File: src/rtl/hazard_pkg.sv
// Shared types for the pipeline hazard controller: FSM encoding, control bundle,
// watchdog counter width and the load-use dependence test.
package hazard_pkg;

   typedef enum logic [1:0] {
      BOOT     = 2'd0,
      RUN      = 2'd1,
      MEM_WAIT = 2'd2
   } state_t;

   localparam int WAIT_W = 16;

   typedef struct packed {
      logic pc_write;
      logic if_id_write;
      logic if_id_flush;
      logic id_ex_flush;
      logic ex_mem_write;
      logic mem_wb_write;
   } ctrl_t;

   // A load in EX whose destination is read by the instruction in ID; x0 never conflicts.
   function automatic logic load_use_hit(
      input logic [4:0] rs1,
      input logic [4:0] rs2,
      input logic       uses_rs1,
      input logic       uses_rs2,
      input logic [4:0] rd,
      input logic       memread,
      input logic       regwrite
   );
      return memread & regwrite & (rd != 5'd0) &
             ((uses_rs1 & (rd == rs1)) | (uses_rs2 & (rd == rs2)));
   endfunction

endpackage

File: src/rtl/hazard_unit_if.sv
// Pipeline-to-hazard-unit bundle: register/hazard info in, stage enables and flushes out.
interface hazard_unit_if;

   logic [4:0] if_id_rs1;
   logic [4:0] if_id_rs2;
   logic       if_id_uses_rs1;
   logic       if_id_uses_rs2;
   logic [4:0] id_ex_rd;
   logic       id_ex_memread;
   logic       id_ex_regwrite;
   logic       ex_branch_taken;
   logic       dmem_req;
   logic       dmem_ready;

   logic       pc_write;
   logic       if_id_write;
   logic       if_id_flush;
   logic       id_ex_flush;
   logic       ex_mem_write;
   logic       mem_wb_write;

   modport master (
      output if_id_rs1, if_id_rs2, if_id_uses_rs1, if_id_uses_rs2,
             id_ex_rd, id_ex_memread, id_ex_regwrite, ex_branch_taken,
             dmem_req, dmem_ready,
      input  pc_write, if_id_write, if_id_flush, id_ex_flush,
             ex_mem_write, mem_wb_write
   );

   modport slave (
      input  if_id_rs1, if_id_rs2, if_id_uses_rs1, if_id_uses_rs2,
             id_ex_rd, id_ex_memread, id_ex_regwrite, ex_branch_taken,
             dmem_req, dmem_ready,
      output pc_write, if_id_write, if_id_flush, id_ex_flush,
             ex_mem_write, mem_wb_write
   );

endinterface

File: src/rtl/hazard_unit_sat_counter.sv
// Saturating up-counter with synchronous clear (clear wins over inc).
module sat_counter #(
   parameter int WIDTH = 8
) (
   input  logic             clk,
   input  logic             rst,
   input  logic             inc,
   input  logic             clear,
   output logic [WIDTH-1:0] count
);

   // NOTE: sequential state uses non-blocking assignments so every flop samples pre-edge values.
   always_ff @(posedge clk or posedge rst) begin
      if (rst) begin
         count <= '0;
      end else if (clear) begin
         count <= '0;
      end else if (inc && (count != '1)) begin
         count <= count + 1'b1;
      end
   end

endmodule

File: src/rtl/hazard_unit.sv
// Stall/flush controller for the 5-stage core: boot flush, memory freeze, branch flush,
// load-use bubble and memory watchdog. Define HAZARD_PERF_EN to build the perf counters.
module hazard_unit
   import hazard_pkg::*;
#(
   parameter int TIMEOUT_CYCLES = 255,
   parameter int CNT_W          = 32
) (
   input  logic             clk,
   input  logic             rst,
   hazard_unit_if.slave     hz,
   output logic             mem_timeout,
   output logic [CNT_W-1:0] stall_count,
   output logic [CNT_W-1:0] flush_count,
   output logic [CNT_W-1:0] memwait_count
);

   localparam logic [WAIT_W-1:0] TIMEOUT_LAST = WAIT_W'(TIMEOUT_CYCLES - 1);

   state_t            state;
   state_t            state_next;
   ctrl_t             ctrl;
   logic              active;
   logic              freeze;
   logic              branch_flush;
   logic              load_use;
   logic              wait_inc;
   logic [WAIT_W-1:0] wait_cnt;

   assign active       = (state != BOOT);
   assign freeze       = active & hz.dmem_req & ~hz.dmem_ready;
   assign branch_flush = active & ~freeze & hz.ex_branch_taken;
   // A taken branch squashes the dependent instruction, so it masks the load-use stall.
   assign load_use     = active & ~freeze & ~hz.ex_branch_taken &
                         load_use_hit(hz.if_id_rs1, hz.if_id_rs2, hz.if_id_uses_rs1,
                                      hz.if_id_uses_rs2, hz.id_ex_rd, hz.id_ex_memread,
                                      hz.id_ex_regwrite);

   always_ff @(posedge clk or posedge rst) begin
      if (rst) begin
         state <= BOOT;
      end else begin
         state <= state_next;
      end
   end

   // NOTE: every always_comb output gets a default first, so no path can infer a latch.
   always_comb begin
      state_next = state;
      ctrl       = '{pc_write: 1'b1, if_id_write: 1'b1, if_id_flush: 1'b0,
                     id_ex_flush: 1'b0, ex_mem_write: 1'b1, mem_wb_write: 1'b1};
      case (state)
         BOOT: begin
            state_next = RUN;
            ctrl       = '{pc_write: 1'b0, if_id_write: 1'b0, if_id_flush: 1'b1,
                           id_ex_flush: 1'b1, ex_mem_write: 1'b0, mem_wb_write: 1'b0};
         end
         RUN, MEM_WAIT: begin
            state_next = freeze ? MEM_WAIT : RUN;
            if (freeze) begin
               ctrl = '0;
            end else if (branch_flush) begin
               ctrl.if_id_flush = 1'b1;
               ctrl.id_ex_flush = 1'b1;
            end else if (load_use) begin
               ctrl.pc_write    = 1'b0;
               ctrl.if_id_write = 1'b0;
               ctrl.id_ex_flush = 1'b1;
            end
         end
         default: begin
            state_next = BOOT;
         end
      endcase
   end

   assign hz.pc_write     = ctrl.pc_write;
   assign hz.if_id_write  = ctrl.if_id_write;
   assign hz.if_id_flush  = ctrl.if_id_flush;
   assign hz.id_ex_flush  = ctrl.id_ex_flush;
   assign hz.ex_mem_write = ctrl.ex_mem_write;
   assign hz.mem_wb_write = ctrl.mem_wb_write;

   // Watchdog counts cycles spent waiting in MEM_WAIT; any unfrozen cycle clears it.
   assign wait_inc = (state == MEM_WAIT) & freeze;

   sat_counter #(.WIDTH(WAIT_W)) u_wait_cnt (
      .clk   (clk),
      .rst   (rst),
      .inc   (wait_inc),
      .clear (~wait_inc),
      .count (wait_cnt)
   );

   always_ff @(posedge clk or posedge rst) begin
      if (rst) begin
         mem_timeout <= 1'b0;
      end else if (wait_inc && (wait_cnt == TIMEOUT_LAST)) begin
         mem_timeout <= 1'b1;
      end
   end

`ifdef HAZARD_PERF_EN
   sat_counter #(.WIDTH(CNT_W)) u_stall_cnt (
      .clk   (clk),
      .rst   (rst),
      .inc   (load_use),
      .clear (1'b0),
      .count (stall_count)
   );

   sat_counter #(.WIDTH(CNT_W)) u_flush_cnt (
      .clk   (clk),
      .rst   (rst),
      .inc   (branch_flush),
      .clear (1'b0),
      .count (flush_count)
   );

   sat_counter #(.WIDTH(CNT_W)) u_memwait_cnt (
      .clk   (clk),
      .rst   (rst),
      .inc   (freeze),
      .clear (1'b0),
      .count (memwait_count)
   );
`else
   assign stall_count   = '0;
   assign flush_count   = '0;
   assign memwait_count = '0;
`endif

endmodule

File: src/flat_wrapper.sv
// flat-port wrapper written by rule: the top's interface ports become plain ports
module hazard_unit_flat import hazard_pkg::*;
#(
   parameter int TIMEOUT_CYCLES = 255,
   parameter int CNT_W          = 32
)
  (clk, rst, mem_timeout, stall_count, flush_count, memwait_count, hz_if_id_rs1, hz_if_id_rs2, hz_if_id_uses_rs1, hz_if_id_uses_rs2, hz_id_ex_rd, hz_id_ex_memread, hz_id_ex_regwrite, hz_ex_branch_taken, hz_dmem_req, hz_dmem_ready, hz_pc_write, hz_if_id_write, hz_if_id_flush, hz_id_ex_flush, hz_ex_mem_write, hz_mem_wb_write);
  hazard_unit_if hz_i ();
  input  logic clk;
  input  logic rst;
  output logic mem_timeout;
  output logic [CNT_W-1:0] stall_count;
  output logic [CNT_W-1:0] flush_count;
  output logic [CNT_W-1:0] memwait_count;
  input wire logic [$bits(hz_i.if_id_rs1)-1:0] hz_if_id_rs1;
  input wire logic [$bits(hz_i.if_id_rs2)-1:0] hz_if_id_rs2;
  input wire logic [$bits(hz_i.if_id_uses_rs1)-1:0] hz_if_id_uses_rs1;
  input wire logic [$bits(hz_i.if_id_uses_rs2)-1:0] hz_if_id_uses_rs2;
  input wire logic [$bits(hz_i.id_ex_rd)-1:0] hz_id_ex_rd;
  input wire logic [$bits(hz_i.id_ex_memread)-1:0] hz_id_ex_memread;
  input wire logic [$bits(hz_i.id_ex_regwrite)-1:0] hz_id_ex_regwrite;
  input wire logic [$bits(hz_i.ex_branch_taken)-1:0] hz_ex_branch_taken;
  input wire logic [$bits(hz_i.dmem_req)-1:0] hz_dmem_req;
  input wire logic [$bits(hz_i.dmem_ready)-1:0] hz_dmem_ready;
  output wire logic [$bits(hz_i.pc_write)-1:0] hz_pc_write;
  output wire logic [$bits(hz_i.if_id_write)-1:0] hz_if_id_write;
  output wire logic [$bits(hz_i.if_id_flush)-1:0] hz_if_id_flush;
  output wire logic [$bits(hz_i.id_ex_flush)-1:0] hz_id_ex_flush;
  output wire logic [$bits(hz_i.ex_mem_write)-1:0] hz_ex_mem_write;
  output wire logic [$bits(hz_i.mem_wb_write)-1:0] hz_mem_wb_write;
  assign hz_i.if_id_rs1 = hz_if_id_rs1;
  assign hz_i.if_id_rs2 = hz_if_id_rs2;
  assign hz_i.if_id_uses_rs1 = hz_if_id_uses_rs1;
  assign hz_i.if_id_uses_rs2 = hz_if_id_uses_rs2;
  assign hz_i.id_ex_rd = hz_id_ex_rd;
  assign hz_i.id_ex_memread = hz_id_ex_memread;
  assign hz_i.id_ex_regwrite = hz_id_ex_regwrite;
  assign hz_i.ex_branch_taken = hz_ex_branch_taken;
  assign hz_i.dmem_req = hz_dmem_req;
  assign hz_i.dmem_ready = hz_dmem_ready;
  assign hz_pc_write = hz_i.pc_write;
  assign hz_if_id_write = hz_i.if_id_write;
  assign hz_if_id_flush = hz_i.if_id_flush;
  assign hz_id_ex_flush = hz_i.id_ex_flush;
  assign hz_ex_mem_write = hz_i.ex_mem_write;
  assign hz_mem_wb_write = hz_i.mem_wb_write;
  hazard_unit #(.TIMEOUT_CYCLES(TIMEOUT_CYCLES), .CNT_W(CNT_W)) u_core (.clk(clk), .rst(rst), .hz(hz_i), .mem_timeout(mem_timeout), .stall_count(stall_count), .flush_count(flush_count), .memwait_count(memwait_count));
endmodule
File: config.mk
export PLATFORM = sky130hd
export DESIGN_NAME = hazard_unit_flat
export DESIGN_NICKNAME = d
export VERILOG_FILES = /design/src/rtl/hazard_pkg.sv /design/src/rtl/hazard_unit_if.sv /design/src/rtl/hazard_unit_sat_counter.sv /design/src/rtl/hazard_unit.sv /design/src/flat_wrapper.sv
export SDC_FILE = /design/constraint.sdc
export NUM_CORES = 1
export LEC_CHECK = 0
export CORE_UTILIZATION = 38
export CTS_CLUSTER_DIAMETER = 50
export DETAILED_ROUTE_END_ITERATION = 8
export GPL_TIMING_DRIVEN = 0
export HOLD_SLACK_MARGIN = 0.1
export PLACE_DENSITY = 0.92
export SYNTH_ARGS = -nofsm -noshare
export SYNTH_HDL_FRONTEND = slang
export SYNTH_HIERARCHICAL = 1
export SYNTH_SLANG_ARGS = --single-unit
File: constraint.sdc
create_clock -name clk -period 3.2 [get_ports clk]
set_clock_uncertainty 0.15 [all_clocks]
set_input_delay 0.32 -clock clk [delete_from_list [all_inputs] [get_ports clk]]
set_output_delay 0.32 -clock clk [all_outputs]
set_load 0.02 [all_outputs]
==> impl_results.md <==
* Initial antenna violation count at 0
* Final setup vio count at 0
* Total CTS buffers at 3
* Initial Util at 0.401
* DP Cell Count at 445
* Cts repair resizes at 0
* Int Power at about 0.60 mW
* Critical path class: in -> out
* Rel. slew slack at 0.507
* RSZ-0062 raised after global routing: no
* Core Rows at 26
* Pwr/cell area at 340 nW/um^2
* Sequential power share at 0.262
* Pre-CTS WS at about 97 ps
* Crit-path cells: clkdlybuf4s50_1, or4_4, o211ai_2, nor2_1, a21oi_1, buf_4, clkdlybuf4s50_1
* Placer congestion estimate at 0.909
* Post-DP Area at roughly 2800 sq um
* Final core occ at 0.554
* CP endpoint kind: output pin
* Setup TNS at 0 ps
* Max-Cap Viols at 0
* Switching power total at about 0.38 mW
* Max Slew Vio Count at 0
* Most common cell after layout, fill and taps aside: buf_4
* Worst Max-Slew Pin Slew at roughly 730 ps
* Most Frequent Cell on Critical Path: clkdlybuf4s50_1
* Pre-antenna DRT Iters at 4
* Mean Syn Cell Area at roughly 8.3 sq um
* DRC viols at 0
* Fin crit share at 0.931
* WL/cell at roughly 8.7 um
* Fmax at roughly 340 MHz
* Worst Setup Start Kind: input pin
* First-pass GRT wire length at approximately 6100 um
* Number of flops mapped to enable cells by yosys at 0
* Slowest stage delay, CP at about 600 ps
* R2R setup slack at just under 400 ps
* Worst path arrival time at 2510 ps
* # IOs at 127
* Syn Std Cell Area at approximately 2100 sq um
* Synth cell types at 38
* Vias per cell at 4.08
* Yosys reg bits at 19
* Clock slew at reported path FFs at ~70 ps
* Starting DRT DRC Count at approximately 110
* Grt ovf at 0
* Syn Inst Count at 250
* Non-Filler Instances at approximately 450
* Fin crit period at roughly 3000 ps
* Sequential area share after synthesis at 0.229
* CTS H-tree lvls at 1
* Syn-to-layout area delta at 38.1%
* CTS tree: done
* Detail Route Antenna Nets at 0
* Max clock buf depth at 2
* Filler Cell Count at 490
* Static leakage at approximately 1.5 nW
* Vias at around 1.8k
* Hold_ws at approximately 120 ps
* CP top delay family: buffers and inverters
* Hold Crit Class: in -> async
* Ant. Diodes at 0
* Core Area at 5170 sq um
* DIE AREA at between 5000 and 6000 sq um
* CP Max Fanout at 3
* CTS sink cnt at 19
* Power after layout at roughly 1 mW
* # Post-CTS Setup Buffers at 0
* DP HPWL at 3280 um
* Peak VDD IR at 0.489 mV
* Root Driver: clkbuf_8
* Async SR Flop Fraction at 1.00
* Hold-fix buffers at CTS at 0
* CP max-delay cell: clkdlybuf4s50_1
* Final Hold Viols at 0
* Post-Layout Inst Area at roughly 2900 sq um
* Predominant post-synthesis flop cell: dfrtp_1
* Fin nets at between 400 and 500
* Port bufs at 30
* Logic gate share of total power at 0.569
* Largest net degree at the start of global routing at 17
* Share of layout cells above drive strength 1 at 0.298
* Clk_lat worst skew at around 260 ps
* Power share of the clock group at 0.169
* Yosys warns at 6
* CP bufs+invs at 3
* DIE WIDTH at ~76 um
* Sw frac at 0.385
* Crit path required time at between 2000 and 3000 ps
* Status: complete, no violations
* Number of global-route vias before repair at ~1.4k
* Die Y at 75.9 um
* Most frequent cells in the layout: buf_4 (99), conb_1 (96), clkdlybuf4s50_1 (30)
* GRT Total Usage at 0.137
* Total Routed Length at a little under 4000 um
* Setup WS post-layout at about 220 ps
==> worst paths after layout <==
path                               startpoint                          end  cells past startpoint
setup / recovery               hz_id_ex_rd[1]                  hz_pc_write                      7
hold / removal                            rst           u_core/mem_timeout                      2
setup reg to reg              u_core/state[0]  u_core/u_wait_cnt/count[13]                     10
hold reg to reg            u_core/mem_timeout           u_core/mem_timeout                      1
max in group asynchronous                 rst  u_core/u_wait_cnt/count[12]                      2
min in group clk           u_core/mem_timeout           u_core/mem_timeout                      1
==> kinds of logic (layout without fill, tap and decap cells) <==
logic type,after synthesis,in the layout,share of synthesized area
XOR/XNOR,10,10,0.0422
buffers and inverters,110,144,0.381
other,1,96,0.00181
AND/OR/NAND/NOR,69,69,0.201
multiplexers,4,4,0.0211
adder cells (fa/ha/maj),4,4,0.0241
flip-flops,19,19,0.229
AO/OA/AOI/OAI,33,33,0.0995
==> power groups by stage <==
stage | combinational [mW] | clock, mW | sequential, mW
final | 0.554 | 0.165 | 0.255
after global routing | 0.599 | 0.183 | 0.256
after floorplan | 0.398 | 0 | 0.258
after detailed placement | 0.549 | 0 | 0.260
after global placement | 0.540 | 0 | 0.259
after CTS | 0.553 | 0.171 | 0.255
==> worst register-to-register path: cells and delay by family, from the launching register on <==
kind	cells	cell delay [ps]
compound gates	1	160
fa+ha+maj	1	260
buf+inv	3	350
flops	1	350
simple gates	5	1470
==> layer usage <==
layer  track usage  vias to the layer above  share of wire
met5             0                        -              0
met3        0.0344                        8           0.11
met2         0.253                       99           0.52
met4        0.0494                        0          0.016
met1         0.152                      792           0.36
li1              -                      932              -
==> Yosys cell counts (2+ instances only) <==
cell type,instances,area (sq um)
ha_1,4,50.1
inv_1,8,30.0
o41ai_1,2,17.5
xnor2_1,10,87.6
nand2_1,9,33.8
nor2_1,9,33.8
mux2_2,3,33.8
o21ai_0,5,25.0
nor2b_1,3,18.8
nand2b_1,4,25.0
a31oi_1,2,12.5
o31ai_1,5,37.5
nor4_1,5,31.3
buf_4,99,743
or4_4,2,22.5
or4_1,6,45.0
nand4_1,7,43.8
nand3_1,7,35.0
a21oi_1,14,70.1
nor3_1,5,25.0
dfrtp_1,19,475
or3_1,6,37.5
==> flip-flops by register name (all words and copies together) (netlist names) <==
| register | count |
|---|---|
| u_core/mem_timeout | 1 |
| u_core/u_wait_cnt/count | 16 |
| u_core/state | 2 |
==> area by class of cell <==
cell class	count	area (sq um)	share of cell area
Sequential cell	19	475	0.166
Buffer	102	761	0.266
Multi-Input combinational cell	216	1160	0.407
Clock buffer	3	41.3	0.0144
Timing Repair Buffer	30	300	0.105
Inverter	8	30.0	0.0105
Tap cell	70	87.6	0.0306
Clock inverter	1	5.00	0.00175
Power figures use the tool's default switching activity.
